===== config.mk =====
export PLATFORM = sky130hd
export DESIGN_NAME = wheel_encoder_cm
export DESIGN_NICKNAME = d
export VERILOG_FILES = /design/src/rtl/wheel_encoder_cm.sv
export SDC_FILE = /design/constraint.sdc
export NUM_CORES = 1
export LEC_CHECK = 0
export BUFFER_PORTS_ARGS = -buffer_cell sky130_fd_sc_hd__clkbuf_2
export CORE_UTILIZATION = 50
export CTS_CLUSTER_DIAMETER = 40
export DETAILED_ROUTE_END_ITERATION = 12
export PLACE_DENSITY = 0.82
export SYNTH_ARGS = -nofsm -noshare
export SYNTH_HDL_FRONTEND = slang
export SYNTH_SLANG_ARGS = --single-unit

===== constraint.sdc =====
create_clock -name clk_clk -period 4.1 [get_ports clk_clk]
set_input_delay 0.41 -clock clk_clk [delete_from_list [all_inputs] [get_ports clk_clk]]
set_output_delay 0.41 -clock clk_clk [all_outputs]
set_load 0.01 [all_outputs]

===== src/rtl/wheel_encoder_cm.sv =====
// Quadrature wheel encoder to signed, wrapping centimetre count.
// Optional glitch filter on the synchronised phases: define ENC_GLITCH_FILTER_EN.
module wheel_encoder_cm #(
    parameter int unsigned TICKS_PER_CM  = 12,
    parameter int unsigned FILTER_CYCLES = 16
) (
    input  logic        clk_clk,
    input  logic        reset_reset_n,
    input  logic        enc_a,
    input  logic        enc_b,
    input  logic        encoder_reset,
    output logic [31:0] encoder_in_cm,
    output logic        cm_strobe,
    output logic        moving_reverse,
    output logic        quad_error
);

    if (TICKS_PER_CM < 2 || TICKS_PER_CM > 255 || FILTER_CYCLES < 2 || FILTER_CYCLES > 255) begin : g_bad_params
        $error("wheel_encoder_cm: parameter out of range");
    end

`ifdef ENC_GLITCH_FILTER_EN
    localparam int unsigned WARMUP = FILTER_CYCLES + 3;
`else
    localparam int unsigned WARMUP = 3;
`endif
    localparam int unsigned WU_W = $clog2(WARMUP + 1);
    localparam logic signed [8:0] ACC_MAX = 9'(TICKS_PER_CM - 1);
    localparam logic signed [8:0] ACC_MIN = -ACC_MAX;

    logic            a_s1_q, a_s2_q, b_s1_q, b_s2_q;
    logic [1:0]      q, dec, prev_q;
    logic [WU_W-1:0] wu_q, wu_d;
    logic            warm;
    logic            step_fwd, step_rev, step_bad;
    logic [31:0]     cm_q, cm_d;
    logic signed [8:0] acc_q, acc_d;
    logic            strobe_q, strobe_d;
    logic            rev_q, rev_d;
    logic            err_q, err_d;

    assign q = {a_s2_q, b_s2_q};

`ifdef ENC_GLITCH_FILTER_EN
    logic [1:0] f_q, f_d, ql_q;
    logic [7:0] fcnt_q, fcnt_d;

    // fcnt counts consecutive cycles q has held a value different from f
    always_comb begin
        f_d    = f_q;
        fcnt_d = fcnt_q;
        if (q == f_q) begin
            fcnt_d = '0;
        end else if (q != ql_q) begin
            fcnt_d = 8'd1;
        end else if (fcnt_q == 8'(FILTER_CYCLES - 1)) begin
            f_d    = q;
            fcnt_d = '0;
        end else begin
            fcnt_d = fcnt_q + 8'd1;
        end
    end

    always_ff @(posedge clk_clk) begin
        if (!reset_reset_n) begin
            f_q    <= '0;
            ql_q   <= '0;
            fcnt_q <= '0;
        end else begin
            f_q    <= f_d;
            ql_q   <= q;
            fcnt_q <= fcnt_d;
        end
    end

    assign dec = f_q;
`else
    assign dec = q;
`endif

    assign warm = (wu_q == WU_W'(WARMUP));

    always_comb begin
        step_fwd = 1'b0;
        step_rev = 1'b0;
        step_bad = 1'b0;
        case ({prev_q, dec})
            4'b00_01, 4'b01_11, 4'b11_10, 4'b10_00: step_fwd = 1'b1;
            4'b01_00, 4'b11_01, 4'b10_11, 4'b00_10: step_rev = 1'b1;
            4'b00_11, 4'b11_00, 4'b01_10, 4'b10_01: step_bad = 1'b1;
            default: ;
        endcase
    end

    always_comb begin
        cm_d     = cm_q;
        acc_d    = acc_q;
        strobe_d = 1'b0;
        rev_d    = rev_q;
        err_d    = err_q;
        wu_d     = warm ? wu_q : wu_q + WU_W'(1);
        if (encoder_reset) begin
            cm_d  = '0;
            acc_d = '0;
            err_d = 1'b0;
        end else if (warm) begin
            if (step_bad) err_d = 1'b1;
            if (step_fwd) begin
                rev_d = 1'b0;
                if (acc_q == ACC_MAX) begin
                    acc_d    = '0;
                    cm_d     = cm_q + 32'd1;
                    strobe_d = 1'b1;
                end else begin
                    acc_d = acc_q + 9'sd1;
                end
            end
            if (step_rev) begin
                rev_d = 1'b1;
                if (acc_q == ACC_MIN) begin
                    acc_d    = '0;
                    cm_d     = cm_q - 32'd1;
                    strobe_d = 1'b1;
                end else begin
                    acc_d = acc_q - 9'sd1;
                end
            end
        end
    end

    always_ff @(posedge clk_clk) begin
        if (!reset_reset_n) begin
            a_s1_q   <= 1'b0;
            a_s2_q   <= 1'b0;
            b_s1_q   <= 1'b0;
            b_s2_q   <= 1'b0;
            prev_q   <= '0;
            wu_q     <= '0;
            cm_q     <= '0;
            acc_q    <= '0;
            strobe_q <= 1'b0;
            rev_q    <= 1'b0;
            err_q    <= 1'b0;
        end else begin
            a_s1_q   <= enc_a;
            a_s2_q   <= a_s1_q;
            b_s1_q   <= enc_b;
            b_s2_q   <= b_s1_q;
            prev_q   <= dec;
            wu_q     <= wu_d;
            cm_q     <= cm_d;
            acc_q    <= acc_d;
            strobe_q <= strobe_d;
            rev_q    <= rev_d;
            err_q    <= err_d;
        end
    end

    assign encoder_in_cm  = cm_q;
    assign cm_strobe      = strobe_q;
    assign moving_reverse = rev_q;
    assign quad_error     = err_q;

endmodule


* Word-level counts from Yosys, hierarchy flattened *
Cells that the tools add are included.

cells by class
  reduce and logical (&&, ||, !) cells = 9
  equal/unequal tests = 15
  add/sub/neg operators = 5
  muxes and demuxes = 17
  bitwise gates (word level) = 3

operator list
  operator                                                               number
  32-bit two-way mux                                                     4
  9-bit two-way mux                                                      4
  32-bit by 1-bit adder with 32-bit output (second input constant)       1
  32-bit by 1-bit subtractor with 32-bit output (second input constant)  1
  4-bit == test (second input constant)                                  6
  9-bit by 5-bit == test with 1-bit output (second input constant)       2
  4-bit by 3-bit == test with 1-bit output (second input constant)       3
  4-bit OR reduction                                                     3
  9-bit by 2-bit adder with 9-bit output (second input constant)         1
  1-bit two-way mux                                                      9
  9-bit by 2-bit subtractor with 9-bit output (second input constant)    1
  4-bit by 2-bit == test with 1-bit output (second input constant)       2
  4-bit by 1-bit == test with 1-bit output (second input constant)       1
  2-bit AND reduction                                                    2
  1-bit inverter                                                         3
  3-bit AND reduction                                                    1
  3-bit OR reduction                                                     1
  2-bit by 1-bit adder with 2-bit output (second input constant)         1
  2-bit == test (second input constant)                                  1
  2-bit nonzero test                                                     1
  2-bit OR reduction                                                     1

word-level totals
  register bits = 52

* Logic depth before layout (Yosys ltp) *
Gate-level depths: netlist of run 1.

  depth in word-level cells = 6
  depth in mapped cells = 10

* Least setup slack after synthesis of run 1 *
Ideal clock, no wire load.

  kind = reg-to-reg
  start = register acc_q[0]
  end = register cm_q[27], in the netlist encoder_in_cm[27]
  path buffers = 0
  arrival = 2,403 ps
  slack = 1,625 ps
  cell stages (with the launch flop) = 8
  required time = 4,028 ps
  setup time = 72 ps
  path through = dfxtp_1 ha_1 and4bb_2 nand4_2 or3_1 or4_4 o22ai_2 mux2i_1

between the ends
  cells in the longest elaborated chain, start to end = 5

ends and longest elaborated chain
  item                                      line  RTL
  start, declared                           37    logic signed [8:0] acc_q, acc_d;
  start signal, assigned                    140   acc_q <= '0;
  start signal, assigned                    152   acc_q <= acc_d;
  9-bit by 5-bit == test with 1-bit output  110   if (acc_q == ACC_MAX) begin
  32-bit two-way mux                        110
  32-bit two-way mux                        108   if (step_fwd) begin
  32-bit two-way mux                        120   if (acc_q == ACC_MIN) begin
  32-bit two-way mux (*)                    118   if (step_rev) begin
  end signal, assigned                      151   cm_q <= cm_d;
  end, declared                             36    logic [31:0] cm_q, cm_d;

Every way passes the cells marked *; elsewhere a longest branch is shown, timed or not.
A chain may end at the register's enable or synchronous reset.

* Worst setup path in the final report of run 1 *
  start = register acc_q[5]
  end = register cm_q[29], in the netlist encoder_in_cm[29]

The elaborated chain is that of the path after synthesis.

==> results of run 1 <==
[cells by family (layout without fill, tap and decap cells)]
family,count (synthesis),count (layout)
compound gates,73,73
fa+ha+maj,6,6
mux,7,7
xor+xnor,32,32
buf+inv,31,59
simple gates,217,217
flops,52,52
[power groups by stage]
stage	sequential, mW	clock (mW)	combinational (mW)
2_1_floorplan	0.528	0	0.0567
3_3_place_gp	0.529	0	0.0720
3_5_place_dp	0.530	0	0.0749
4_1_cts	0.518	0.316	0.0752
5_1_grt	0.519	0.335	0.0836
6_report	0.518	0.312	0.0757
[per-stage QoR]
step / utilization / area, µm² / hold slack, ns / instances / worst slack, ns
detailed placement: 0.553 / 3510 / 0.419 / 515 / 1.24
CTS: 0.568 / 3600 / 0.297 / 523 / 1.23
floorplan: - / 3280 / 0.412 / 418 / 1.63
finish: 0.568 / 3600 / 0.296 / 523 / 1.20
global route: 0.568 / 3600 / 0.297 / 523 / 1.01
global placement: 0.553 / 3510 / 0.418 / 515 / 1.31
[worst register-to-register path, delay by kind of cell (launching register included)]
kind            cells  cell delay, ns
mux                 1            0.20
compound gates      1            0.30
flops               1            0.56
simple gates        3            1.78
[cell type report]
class	instances	area, µm²
sequential	52	1040
clock buffer	7	86.3
multi-input combinational	335	2120
inverter	9	33.8
clock inverter	1	7.51
tap	77	96.3
timing repair buffer	42	218
fill	582	2750
[layer usage]
layer,share of wire,vias to the layer above
met5,0,-
met4,0.024,0
met3,0.057,23
met2,0.46,130
met1,0.46,1520
li1,-,1589
[placed cells by master, fill, tap and decap left out, drive strengths merged, types with 3 or more instances in the layout]
cell	instances
dfxtp	52
nor2	50
clkbuf	46
nand2	33
nor3	25
o21ai	22
nor4	21
xnor2	19
nand3	18
a21oi	14
nand4	13
xor2	13
and2	12
inv	8
mux2i	7
a22oi	7
or4	7
nand2b	6
or3	6
and3	6
ha	6
o22ai	6
o32ai	6
nor2b	4
or2	4
and4	4
a32oi	4
buf	3
[flip-flops by register name, indices dropped and copies added (netlist names)]
| register | cells |
|---|---|
| prev_q | 2 |
| b_s1_q | 1 |
| a_s2_q | 1 |
| moving_reverse | 1 |
| a_s1_q | 1 |
| cm_strobe | 1 |
| b_s2_q | 1 |
| encoder_in_cm | 32 |
| acc_q | 9 |
| quad_error | 1 |
| wu_q | 2 |
[worst min path at each step]
| stage | start | to | slack (ns) | cells after the start |
|---|---|---|---|---|
| final | enc_a | a_s1_q$_SDFF_PN0_ | 0.30 | 2 |
| after global routing | enc_a | a_s1_q$_SDFF_PN0_ | 0.30 | 2 |
| after CTS | enc_a | a_s1_q$_SDFF_PN0_ | 0.30 | 2 |
| after detailed placement | a_s1_q$_SDFF_PN0_ | a_s2_q$_SDFF_PN0_ | 0.42 | 1 |
| after global placement | a_s1_q$_SDFF_PN0_ | a_s2_q$_SDFF_PN0_ | 0.42 | 1 |
| after floorplan | a_s1_q$_SDFF_PN0_ | a_s2_q$_SDFF_PN0_ | 0.41 | 1 |
==> results_dict.tcl, run 1 <==
set metrics [dict create \
    r2r_start "acc_q[5]$_SDFFE_PP0P_" \
    status "finished clean" \
    initial_core_util 0.517 \
    fin_crit_ns 2.90 \
    syn_inst 418 \
    crit_family "simple AND/OR/NAND/NOR gates" \
    rr_worst_depth 5 \
    path_max_fanout 19 \
    die_area_mm2 0.00689 \
    use_met3 0.0447 \
    r2r_end "encoder_in_cm[29]$_SDFFE_PP0P_" \
    grt_busiest_layer "met2" \
    end_kind "register" \
    drt_wl_total_um 8080 \
    worst_slew_pin_slew_ns 0.983 \
    power_mw 0.905 \
    total_leakage_power_nw 1.30 \
    slew_headroom 0.343 \
    hpwl_um 5770 \
    netlist_top_cells_area "dfxtp_1 32%, nor2_1 5.7%, xnor2_1 4.8%" \
    critPathCapture "encoder_in_cm[29]$_SDFFE_PP0P_" \
    grt_use_total 0.238 \
    via_per_inst 6.24 \
    slowest_delay_ns 0.84 \
    finalWeightedCongestion 0.935 \
    yosysWarnings 0 \
    synth_fa_ha_area_frac 0.0229 \
    nets 456 \
    drive_gt1_frac 0.152 \
    crit_cells 5 \
    postCtsHoldBufs 0 \
    cts_setup_buffers 0 \
    wire_per_inst_um 15.4 \
    worstSetupStartpoint "acc_q[5]$_SDFFE_PP0P_" \
    synthSimpleGateAreaFrac 0.359 \
    hp-class "in -> reg" \
    cts_inserted_buffers 5 \
    cts_sinks 52 \
    synthArstFlopShare 0 \
    synth_area_mm2 0.00328 \
    postSynthAreaPerCell_um2 7.85 \
    grt_overflow_total 0 \
    fin_crit_sh 0.707 \
    setup_viol 0 \
    synth_top_area_frac 0.317 \
    cts_resized 0 \
    synth_top_family_by_area "simple AND/OR/NAND/NOR gates" \
    synthFlopType "dfxtp_1" \
    p_per_area_mw_per_mm2 251 \
    ff2ff_setup_slack_ns 1.20 \
    crit_path_start_kind "register" \
    antenna_found_initial 0 \
    max_freq_mhz 345 \
    pin_count 40 \
    die_w_um 83.0 \
    p_clk_frac 0.344 \
    synth-seq-cells 52 \
    fp-row-count 29 \
    cts_max_level 2 \
    finalClockSkew_ns 0.00604 \
    grt_use_met1 0.308 \
    syn2layout_area_growth_pct 9.79 \
    critPathRequiredTime_ns 4.35 \
    rsz0062_at_grt "no" \
    worst_path_max_delay_cell "or4_1" \
    drv_cap 0 \
    ys_top_cells_by_count "52 x dfxtp_1, 50 x nor2_1, 33 x nand2_1" \
    p_seq_frac 0.572 \
    clk_latency_ns 0.31 \
    drtIter0Drc 337 \
    first_pass_iters 5 \
    intPower_mw 0.675 \
    io_buffers 39 \
    worst_ep_arrival_time_ns 3.15 \
    post-route-drc-count 0 \
    antennaDiodeCount 0 \
    maxSlewViolCount 0 \
    p_comb_frac 0.084 \
    switching_power_mw 0.230 \
    synth_edf_count 0 \
    synthMostInstantiatedCell "dfxtp_1" \
    synth_compound_area_frac 0.153 \
    grt_max_degree 31 \
    synthMuxAreaShare 0.0213 \
    critPathBufInv 0 \
    yosysSeqAreaShare 0.317 \
    ir_drop_v 0.000190 \
    syn-num-nets 429 \
    yosysTopAreaCell "dfxtp_1" \
    cts_tree "yes" \
    crit_chain "nand4_1 -> or4_1 -> or4_4 -> o32ai_2 -> mux2i_1" \
    path_class "reg -> reg" \
    sw_frac_of_total 0.254 \
    grt_pass1_vias 3007 \
    cts_buffer_depth 2 \
    synthXorXnorAreaFrac 0.0899 \
    synth_cell_types 56 \
    hold_viol_final 0 \
    ant_nets 0 \
    core_area_mm2 0.00635 \
    clockRootBuffer "clkbuf_8" \
    die_h_um 83.0 \
    grt_pass1_wl_um 13800 \
    clk_pin_slew_worst_paths_ns 0.10 \
    vias 3262 \
    setup_tns_ns 0 \
    gr-usage-met2 0.396 \
]
Power figures use the tool's default switching activity.
==> run 2, diff against run 1 <==
--- a/config.mk
+++ b/config.mk
@@ -9,7 +9,7 @@
 export CORE_UTILIZATION = 50
 export CTS_CLUSTER_DIAMETER = 40
 export DETAILED_ROUTE_END_ITERATION = 12
-export PLACE_DENSITY = 0.82
+export PLACE_DENSITY = 0.85
 export SYNTH_ARGS = -nofsm -noshare
 export SYNTH_HDL_FRONTEND = slang
 export SYNTH_SLANG_ARGS = --single-unit
==> constraint.sdc (replaced) <==
create_clock -name clk_clk -period 2.6 [get_ports clk_clk]
set_input_delay 0.26 -clock clk_clk [delete_from_list [all_inputs] [get_ports clk_clk]]
set_output_delay 0.26 -clock clk_clk [all_outputs]
set_load 0.01 [all_outputs]
==> run 2 against run 1 <==
Against the previous run: total power rose by 58%; wire length rose by 5.4%; highest routed layer unchanged; sequential cell count did not move; critical path depth rose by 2; core utilization rose by 2.7 points; count of clock-buffer cells in the layout fell by 2; worst setup slack got worse by 1.1 ns; sequential power rose by 58%.
==> results_dict.tcl, run 2 (same netlist as run 1, synthesis figures left out) <==
set metrics [dict create \
    fin_crit_sh 0.945 \
    grt_pass1_vias 3184 \
    worst_path_max_delay_cell "or4_4" \
    cts_tree "yes" \
    final-seq-area_mm2 0.00104 \
    hold_viol_final 0 \
    finalWeightedCongestion 0.934 \
    gr-usage-met2 0.414 \
    crit_path_start_kind "register" \
    cts_max_level 2 \
    ant_nets 0 \
    finalClockSkew_ns 0.0112 \
    cts_resized 0 \
    io_buffers 39 \
    p_comb_frac 0.093 \
    clk_pin_slew_worst_paths_ns 0.10 \
    max_freq_mhz 407 \
    place_ws_ns 0.0979 \
    setup_ws_ns 0.144 \
    postCtsHoldBufs 0 \
    p_per_area_mw_per_mm2 380 \
    cts_buffer_depth 2 \
    maxSlewViolCount 0 \
    cts_sinks 52 \
    sw_frac_of_total 0.265 \
    fp-row-count 29 \
    status "finished clean" \
    core_area_mm2 0.00635 \
    worst_ep_arrival_time_ns 2.69 \
    hold_path_depth 2 \
    grt_pass1_wl_um 14600 \
    setup_tns_ns 0 \
    grt_use_met1 0.331 \
    antenna_found_initial 0 \
    nets 477 \
    drv_cap 0 \
    use_met3 0.0378 \
    path_class "reg -> reg" \
    total_leakage_power_nw 1.40 \
    vias 3365 \
    fillers 558 \
    wire_per_inst_um 15.6 \
    first_pass_iters 6 \
    grt_overflow_total 0 \
    drtIter0Drc 233 \
    rr_worst_depth 7 \
    p_clk_frac 0.337 \
    final_cell_mix "50 x nor2_1, 50 x dfxtp_1, 39 x clkbuf_2" \
    cts_setup_buffers 0 \
    multi_input_area_mm2 0.00213 \
    crit_chain "ha_1 -> and4bb_2 -> nand4_2 -> or3_1 -> or4_4 -> o22ai_2 -> mux2i_1" \
    slew_headroom 0.621 \
    hpwl_um 6220 \
    die_area_mm2 0.00689 \
    drive_gt1_frac 0.201 \
    critPathRequiredTime_ns 2.84 \
    cts_inserted_buffers 5 \
    holdWs_ns 0.144 \
    clockRootBuffer "clkbuf_8" \
    path_max_fanout 7 \
    p_seq_frac 0.570 \
    grt_use_total 0.250 \
    worst_slew_pin_slew_ns 0.564 \
    intPower_mw 1.05 \
    fin_crit_ns 2.46 \
    grt_max_degree 30 \
    switching_power_mw 0.380 \
    setup_viol 0 \
    drt_wl_total_um 8510 \
    die_w_um 83.0 \
    initial_core_util 0.517 \
    die_h_um 83.0 \
    syn2layout_area_growth_pct 15.1 \
    grt_busiest_layer "met2" \
    end_kind "register" \
    slowest_delay_ns 0.56 \
    via_per_inst 6.17 \
    post-route-drc-count 0 \
    ir_drop_v 0.000266 \
    rsz0062_at_grt "no" \
    clk_latency_ns 0.31 \
    largest_reg_flops 32 \
    hp-class "in -> reg" \
    pin_count 40 \
]
[run 2: per-stage QoR]
step / instances / instance area (µm²) / total power, mW / utilization
floorplan: 418 / 3280 / 0.923 / -
CTS: 544 / 3760 / 1.44 / 0.593
global route: 544 / 3770 / 1.50 / 0.594
detailed placement: 536 / 3670 / 0.965 / 0.578
finish: 545 / 3780 / 1.43 / 0.595
global placement: 536 / 3670 / 0.961 / 0.578
[run 2: path summary, 6_finish.rpt]
path	from	end	slack, ns
min reg2reg	b_s1_q$_SDFF_PN0_	b_s2_q$_SDFF_PN0_	0.45
min	enc_a	a_s1_q$_SDFF_PN0_	0.14
max	acc_q[0]$_SDFFE_PP0P_	encoder_in_cm[27]$_SDFFE_PP0P_	0.14
max reg2reg	acc_q[0]$_SDFFE_PP0P_	encoder_in_cm[27]$_SDFFE_PP0P_	0.14
[run 2: cell type report]
class / instances / area share
Antenna cell: 1 / 0.000662
Inverter: 9 / 0.00894
Sequential cell: 52 / 0.276
Clock inverter: 3 / 0.00662
Timing Repair Buffer: 63 / 0.0994
Multi-Input combinational cell: 335 / 0.564
Clock buffer: 5 / 0.0182
Tap cell: 77 / 0.0255
[run 2: routing by layer]
layer / routed length (µm) / vias to the layer above / share of wire
li1: - / 1619 / -
met4: 135 / 0 / 0.016
met5: 0 / - / 0
met1: 3800 / 1572 / 0.45
met3: 520 / 18 / 0.061
met2: 4060 / 156 / 0.48
[run 2: critical path, delay by kind of cell, from the launching register on]
| kind | cells | cell delay [ns] |
|---|---|---|
| AO/OA/AOI/OAI | 1 | 0.19 |
| adder cells (fa/ha/maj) | 1 | 0.22 |
| multiplexers | 1 | 0.19 |
| flip-flops | 1 | 0.40 |
| AND/OR/NAND/NOR | 4 | 1.38 |
[run 2: power groups by stage]
stage	clock network, mW	registers, mW	logic (mW)
global placement	0	0.834	0.126
detailed placement	0	0.835	0.129
floorplan	0	0.833	0.0894
CTS	0.495	0.817	0.130
global route	0.531	0.819	0.148
finish	0.484	0.817	0.133
